<file path="src/rtl/note_sequencer.sv">
// note_sequencer: records timed note events and plays them back to the piano amplifier
// Ports:
//   clk, rst       system clock, asynchronous active-high reset
//   note_switches  debounced keys, bit6=C .. bit0=B
//   toggle_pb      rising edge starts or stops playback
//   inc_octave     rising edge raises octave_sel (saturating at OCT_MAX)
//   dec_octave     rising edge lowers octave_sel (saturating at OCT_MIN)
//   loop_en        restart playback from entry 0 after the last entry
//   clear          empties the recording (ignored during playback)
//   octave_sel     currently selected octave
//   octave_out     octave to the amplifier
//   note_out       note to the amplifier, 0=silent, 1..7=C..B
//   pb_active      high while playing back
//   rec_count      number of stored events
//   full           rec_count == DEPTH
module note_sequencer #(
    parameter int DEPTH    = 256,
    parameter int ADDR_W   = 8,
    parameter int DUR_W    = 12,
    parameter int TICK_DIV = 250000,
    parameter int OCT_MIN  = 1,
    parameter int OCT_MAX  = 7,
    parameter int OCT_INIT = 4
) (
    input  logic              clk,
    input  logic              rst,
    input  logic [6:0]        note_switches,
    input  logic              toggle_pb,
    input  logic              inc_octave,
    input  logic              dec_octave,
    input  logic              loop_en,
    input  logic              clear,
    output logic [2:0]        octave_sel,
    output logic [2:0]        octave_out,
    output logic [2:0]        note_out,
    output logic              pb_active,
    output logic [ADDR_W:0]   rec_count,
    output logic              full
);
    typedef enum logic [2:0] {IDLE, REC, PB_LOAD, PB_WAIT, PB_HOLD} state_t;
    localparam int ENT_W = DUR_W + 6;
    localparam int CNT_W = TICK_DIV > 1 ? $clog2(TICK_DIV) : 1;
    localparam logic [DUR_W-1:0] DUR_MAX = '1;

    state_t            state, state_n;
    logic              toggle_q, inc_q, dec_q;
    logic              toggle_e, inc_e, dec_e;
    logic [2:0]        key, octave_sel_n, octave_out_n, note_out_n;
    logic [2:0]        cur_oct, cur_oct_n, cur_note, cur_note_n;
    logic              pb_active_n;
    logic [ADDR_W:0]   rec_count_n;
    logic [ADDR_W-1:0] idx, idx_n;
    logic [DUR_W-1:0]  dur, dur_n, dur_inc, hold, hold_n;
    logic [CNT_W-1:0]  cnt;
    logic              tick, restart, we;
    logic [ENT_W-1:0]  mem [DEPTH];
    logic [ENT_W-1:0]  rd_data, wdata;

    assign toggle_e = toggle_pb & ~toggle_q;
    assign inc_e    = inc_octave & ~inc_q;
    assign dec_e    = dec_octave & ~dec_q;
    assign tick     = cnt == CNT_W'(TICK_DIV - 1);
    assign full     = rec_count == (ADDR_W+1)'(DEPTH);
    // The tick landing on the closing edge still belongs to the event being closed
    assign dur_inc  = (tick && dur != DUR_MAX) ? dur + DUR_W'(1) : dur;
    assign wdata    = {cur_oct, cur_note, dur_inc == '0 ? DUR_W'(1) : dur_inc};

    assign octave_sel_n = (inc_e && !dec_e && octave_sel < 3'(OCT_MAX)) ? octave_sel + 3'd1 :
                          (dec_e && !inc_e && octave_sel > 3'(OCT_MIN)) ? octave_sel - 3'd1 : octave_sel;

    // Only a single pressed key is a note; none or several keys is a rest
    always_comb begin
        key = '0;
        for (int i = 0; i < 7; i++)
            if (note_switches == 7'(64 >> i)) key = 3'(i + 1);
    end

    always_comb begin
        state_n      = state;
        octave_out_n = octave_out;
        note_out_n   = note_out;
        pb_active_n  = pb_active;
        rec_count_n  = rec_count;
        idx_n        = idx;
        cur_oct_n    = cur_oct;
        cur_note_n   = cur_note;
        dur_n        = dur;
        hold_n       = hold;
        restart      = 1'b0;
        we           = 1'b0;
        case (state)
            IDLE, REC: begin
                note_out_n   = key;
                octave_out_n = octave_sel;
                if (state == REC) dur_n = dur_inc;
                if (clear) begin
                    rec_count_n = '0;
                    state_n     = IDLE;
                end else if (toggle_e) begin
                    we          = state == REC && cur_note != '0 && !full;
                    rec_count_n = rec_count + (ADDR_W+1)'(we);
                    state_n     = IDLE;
                    if (rec_count != '0 || we) begin
                        idx_n       = '0;
                        pb_active_n = 1'b1;
                        state_n     = PB_LOAD;
                    end
                end else if (state == IDLE ? key != '0 : key != cur_note) begin
                    we          = state == REC && !full;
                    rec_count_n = rec_count + (ADDR_W+1)'(we);
                    cur_oct_n   = octave_sel;
                    cur_note_n  = key;
                    dur_n       = '0;
                    restart     = 1'b1;
                    state_n     = REC;
                end
            end
            PB_LOAD: state_n = PB_WAIT;
            PB_WAIT: begin
                octave_out_n = rd_data[ENT_W-1 -: 3];
                note_out_n   = rd_data[DUR_W+2 -: 3];
                hold_n       = rd_data[DUR_W-1:0];
                restart      = 1'b1;
                state_n      = PB_HOLD;
            end
            PB_HOLD: begin
                if (tick && hold <= DUR_W'(1)) begin
                    state_n = PB_LOAD;
                    if ((ADDR_W+1)'(idx) + (ADDR_W+1)'(1) < rec_count) idx_n = idx + ADDR_W'(1);
                    else if (loop_en) idx_n = '0;
                    else begin
                        pb_active_n = 1'b0;
                        note_out_n  = '0;
                        state_n     = IDLE;
                    end
                end else if (tick) hold_n = hold - DUR_W'(1);
            end
            default: state_n = IDLE;
        endcase
        if (toggle_e && state != IDLE && state != REC) begin
            pb_active_n = 1'b0;
            note_out_n  = '0;
            state_n     = IDLE;
        end
    end

    always_ff @(posedge clk or posedge rst) begin
        if (rst) begin
            state      <= IDLE;
            toggle_q   <= 1'b0;
            inc_q      <= 1'b0;
            dec_q      <= 1'b0;
            octave_sel <= 3'(OCT_INIT);
            octave_out <= '0;
            note_out   <= '0;
            pb_active  <= 1'b0;
            rec_count  <= '0;
            idx        <= '0;
            cur_oct    <= '0;
            cur_note   <= '0;
            dur        <= '0;
            hold       <= '0;
            cnt        <= '0;
        end else begin
            state      <= state_n;
            toggle_q   <= toggle_pb;
            inc_q      <= inc_octave;
            dec_q      <= dec_octave;
            octave_sel <= octave_sel_n;
            octave_out <= octave_out_n;
            note_out   <= note_out_n;
            pb_active  <= pb_active_n;
            rec_count  <= rec_count_n;
            idx        <= idx_n;
            cur_oct    <= cur_oct_n;
            cur_note   <= cur_note_n;
            dur        <= dur_n;
            hold       <= hold_n;
            cnt        <= (restart || tick) ? '0 : cnt + CNT_W'(1);
        end
    end

    // Event buffer: contents survive reset, only rec_count marks what is valid
    always_ff @(posedge clk) begin
        if (we) mem[rec_count[ADDR_W-1:0]] <= wdata;
        rd_data <= mem[idx];
    end
endmodule

</file>
<file path="config.mk">
export PLATFORM = sky130hd
export DESIGN_NAME = note_sequencer
export DESIGN_NICKNAME = d
export VERILOG_FILES = /design/src/rtl/note_sequencer.sv
export SDC_FILE = /design/constraint.sdc
export NUM_CORES = 2
export LEC_CHECK = 0
export CAP_MARGIN = 20
export CORE_MARGIN = 2
export CORE_UTILIZATION = 50
export DETAILED_ROUTE_END_ITERATION = 10
export PLACE_DENSITY = 0.65
export RECOVER_POWER = 50
export SLEW_MARGIN = 20
export SYNTH_ARGS = -nofsm -noshare
export SYNTH_HDL_FRONTEND = slang
export SYNTH_MEMORY_MAX_BITS = 65536
export SYNTH_SLANG_ARGS = --single-unit
</file>
<file path="constraint.sdc">
create_clock -name clk -period 33.2 [get_ports clk]
set_input_delay 6.64 -clock clk [delete_from_list [all_inputs] [get_ports clk]]
set_output_delay 6.64 -clock clk [all_outputs]
set_load 0.02 [all_outputs]
</file>
# Yosys cells after proc, flatten, opt, wreduce, memory -nomap -nowiden
# Memory sizes are Yosys's and may differ from the RTL's. A register that Yosys moved wholly into a read port is not among the register bits.
# Index checks and enable logic that the tools add are counted.
# word_totals
ff_bits,81
latch_bits,0
ramBits,4608
romBits,0
out_inout_bits,20
word_cells,167
n_memories,1
# mem_list
name,depth,word_bits,read_ports,rd_clocked_by_memory_dff,wr,line,text
mem,256,18,1,1,1,56,logic [ENT_W-1:0] mem [DEPTH];
# op_classes
n_addsub,9
multipliers,0
div,0
magnitude_cmp,4
n_eq_ne,30
shifts,0
mux,63
bitwise_logic,8
reduce_logical,37
# op_table
cell,count
$mux 12,8
$mux 3,17
$mux 8,6
$mux 9,3
$pmux 12 s2,1
$ne 3x3->1 const B,7
$add 18x1->18 const B,1
$add 9x1->9,2
$eq 18x18->1 const B,1
$mux 1,18
$mux 18,1
$pmux 8 s2,1
$reduce_bool 3->1,5
$add 12x1->12 const B,1
$le 12x1->1 const B,1
$logic_not 12->1,1
$ne 12x12->1 const B,1
$ne 2x2->1 const B,6
$pmux 3 s4,1
$sub 12x1->12 const B,1
$logic_and 1x1->1,11
$add 8x1->9 const B,1
$eq 9x9->1 const B,1
$lt 9x9->1,1
36 further kinds,54

# Logic depth before layout (Yosys ltp)
# depth
word_depth,16
ltp_mapped,16

# Worst setup path after synthesis
# OpenSTA, ideal clock, no wires.
# synth_path
path_kind,flip-flop to flip-flop
start,register cnt[5]
end,"memory mem[0][0] (netlist name), data pin"
arrival_time_ns,15.112
required_time_ns,30.965
slack_ns,15.853
stages_incl_launch_ff,9
synth_period_minus_slack_ns,17.347
cell_sequence,dfrtp_1 -> or4b_1 -> or3_1 -> a311oi_4 -> and3_1 -> and3_1 -> xnor2_1 -> inv_1 -> o31ai_1
# synth_between
elab_chain_len,5
# synth_rtl
element,line,text
from (decl),54,logic [CNT_W-1:0] cnt;
from (signal assigned),179,cnt <= (restart || tick) ? '0 : cnt + CNT_W'(1);
$eq 18x18->1 (*),62,assign tick = cnt == CNT_W'(TICK_DIV - 1);
$logic_and 1x1->1 (*),65,assign dur_inc = (tick && dur != DUR_MAX) ? dur + DUR_W'(1) : dur;
$mux 12 (*),65,
$logic_not 12->1,66,"assign wdata = {cur_oct, cur_note, dur_inc == '0 ? DUR_W'(1) : dur_inc};"
$mux 12 (*),66,
net wdata[0],57,"logic [ENT_W-1:0] rd_data, wdata;"
to (decl),56,
# Mark *: on every way through the listed nets, which the timed path passes. The rest lies on a longest branch.

# Worst setup path in the final report
# layout_path
start,register cnt[4]
end,"memory mem[118][0] (netlist name), data pin"
# Same word-level chain as after synthesis.

==> flow_summary.ini <==
[outcome]
status = finished with violations
violations = capacitance limit, slew limit

[timing]
setup_tns_ns = 0
hold_viol = 0
fin_crit_ns = 19.51
fin_ws_ns = 13.69
setup_viol = 0
rsz0062_at_grt = false
max_freq_mhz = 51.3
skew_ns = 0.0539
whs_ns = 0.477
slew_headroom_pct = -504
drv_slew = 4992
worstMarginPinSlew_ns = 9.06
finalCritPeriodShare_pct = 58.8

[setup_path]
end_kind = flip-flop
worstReg2RegEnd = mem[118][0]
path_cells = or4bb_1 -> or3_1 -> a311oi_1 -> and3_1 -> and3_1 -> xnor2_1 -> clkinvlp_2 -> o31ai_1 -> clkbuf_1 -> clkbuf_1 -> clkbuf_1
arrival_ns = 19.75
worst-r2r-cell-count = 11
crit_fanout = 99
r2r-start = cnt[4]
regToRegSetupSlack_ns = 13.69
critPathRequiredTime_ns = 33.44
worst_path_largest_cell_delay_ns = 4.16
critical_path.slowest_cell = clkinvlp_2
start_kind = flip-flop
crit_top_cell = clkbuf_1
worst-setup-path-type = flip-flop to flip-flop

[floorplanning]
core_area_um2 = 359000
dieArea_um2 = 366000
die_h_um = 605
num_rows = 220
start_util_pct = 50.3
io_pins = 34
die_w_um = 605

[grt]
grt-ovfl-total = 0
grt_pass1_wl_mm = 677
grt_antenna_before_repair = 13
grt_pass1_vias = 87200
grtUsageTotal_pct = 26.3
grt_start_max_net_pins = 146

[route]
first_pass_iters = 6
vias = 89000
drt-total-wl_mm = 482
drc_errors = 0
detail-route-antenna-nets = 0
avgRoutedWirePerCell_um = 35.3
drt_iter0_drc = 13600
via_per_inst = 6.53

[synth]
seq_area_frac_synth_pct = 77.9
syn_nets = 8063
syn_area_um2 = 181000
synth_ff_type = edfxtp_1
yosys_warnings = 0
yosysUniqueCellTypes = 69
async_reset_ff_share_pct = 1.72
syn_avg_cell_area_um2 = 22.5
synth_enable_flop_cells = 4608
syn_inst = 8031
synth-seq-cells = 4707

[placement]
globalplace.congestion = 0.919
placed_cell_area_um2 = 190000
hpwl_mm = 288
io_buffers = 33
pre_cts_slack_ns = 20.89

[min_path]
min_from = cnt[0]
min_to = cnt[0]
hold_path_class = flip-flop to flip-flop
whs_path_depth = 1

[final_layout]
drive_gt1_share_pct = 29.2
fin_area_um2 = 205000
final_nets = 8503
layout_commonest_cell = edfxtp_1
fin_util_pct = 57.0
syn_to_final_growth_pct = 13.5
num-fill-cells = 25600
most-common-layout-cells = edfxtp_1, mux4_2, clkbuf_16

[clock_network]
cts.sinks = 4707
ctsResizeCount = 0
cts_buffers = 452
clk_pin_slew_ns = 0.06
cts_tree = yes
clk-insertion-delay-late_ns = 1.00
htreeDepth = 5
cts_max_path_buffers = 4
cts_setup_buffers = 0
root_buffer = clkbuf_16
postCtsHoldBufs = 0

[power]
leakage_nw = 63.4
p_per_area_nw_per_um2 = 73.7
ir_drop_mv = 0.0758

[run]
maxCapViolCount = 82
[worst max path at each step]
stage                     startpoint     endpoint  slack, ns  cells past startpoint
CTS                 note_switches[0]  mem[82][16]      21.89                     11
detailed placement  note_switches[0]  mem[86][14]      20.89                     11
global placement    note_switches[0]   mem[84][0]      21.02                     11
floorplan                     cnt[5]    mem[0][0]      15.85                      8
finish                        cnt[4]  mem[118][0]      13.69                     11
global route                  cnt[4]  mem[212][0]      12.72                     11
[synthesized netlist by cell type (all sizes together), types with 6 or more instances]
| library cell | count | share of area [%] |
|---|---|---|
| clkbuf | 282 | 0.59 |
| o21ai | 39 | 0.11 |
| nor2 | 104 | 0.22 |
| nor2b | 31 | 0.11 |
| nand2 | 142 | 0.29 |
| nand4 | 33 | 0.11 |
| a22o | 114 | 0.55 |
| mux4 | 1224 | 15 |
| mux2i | 79 | 0.44 |
| nor4 | 25 | 0.093 |
| o31ai | 6 | 0.028 |
| buf | 208 | 0.57 |
| inv | 33 | 0.069 |
| a21oi | 68 | 0.19 |
| or3 | 7 | 0.024 |
| ha | 18 | 0.12 |
| xnor2 | 25 | 0.12 |
| a211oi | 19 | 0.079 |
| and3 | 14 | 0.048 |
| or2 | 6 | 0.021 |
| nand2b | 12 | 0.042 |
| edfxtp | 4608 | 77 |
| o22ai | 58 | 0.20 |
| nor3 | 278 | 0.77 |
| dfrtp | 80 | 1.1 |
| xor2 | 17 | 0.082 |
| dfxtp | 18 | 0.20 |
| a221oi | 125 | 0.61 |
| a22oi | 177 | 0.74 |
| mux2 | 12 | 0.075 |
| nand3 | 117 | 0.32 |
[layout make-up]
class	instances	area (um^2)	area share, %
Antenna cell	5	12.5	0.00610
Clock buffer	537	11800	5.75
Clock inverter	307	3520	1.72
Inverter	33	129	0.0628
Multi-Input combinational cell	2801	39300	19.2
Sequential cell	4707	141000	68.6
Tap cell	4773	5970	2.91
Timing Repair Buffer	476	3540	1.73
[state kept, by name (all words and copies together) (netlist names), 3 cells and up]
name        count
rec_count       9
cur_oct         3
octave_out      3
state           3
cur_note        3
hold           12
octave_sel      3
note_out        3
rd_data        18
idx             8
dur            12
mem          4608
cnt            18
[per-stage QoR]
stage	cells	power [W]
floorplan	8031	0.00892
global placement	12800	0.00979
detailed placement	12800	0.00985
CTS	13600	0.0151
global route	13600	0.0155
finish	13600	0.0151
[logic make-up (layout without fill, tap and decap cells)]
family	after synthesis	after routing	synth area share, %
muxes	1315	1315	15.8
buffers and inverters	523	1353	1.23
xor gates and xnor gates	42	42	0.204
other	0	5	0
AOI/OAI and AO/OA	640	640	2.66
adders and majority gates	18	18	0.125
DFF	4707	4707	77.9
and+or+nand+nor	786	786	2.14
[where the power goes]
group | leakage (nW) | switching, W | internal [W]
registers | 44.6 | 0.000109 | 0.00725
clock network | 7.42 | 0.00222 | 0.00306
logic | 11.4 | 0.00174 | 0.000726
[worst max-delay path: cells and delay by family, from the launching register on]
family,cells,cell delay (ns)
compound gates,2,3.50
simple gates,4,1.56
xor+xnor,1,0.16
buf+inv,4,12.94
flops,1,0.44
[routing by layer]
metal / global-route usage [%] / share of wire (%)
met5: 0 / 0.0073
met4: 8.45 / 3.8
met3: 6.24 / 12
met2: 40.0 / 46
met1: 38.0 / 38
No activity file was read; power rests on OpenSTA's default activity.
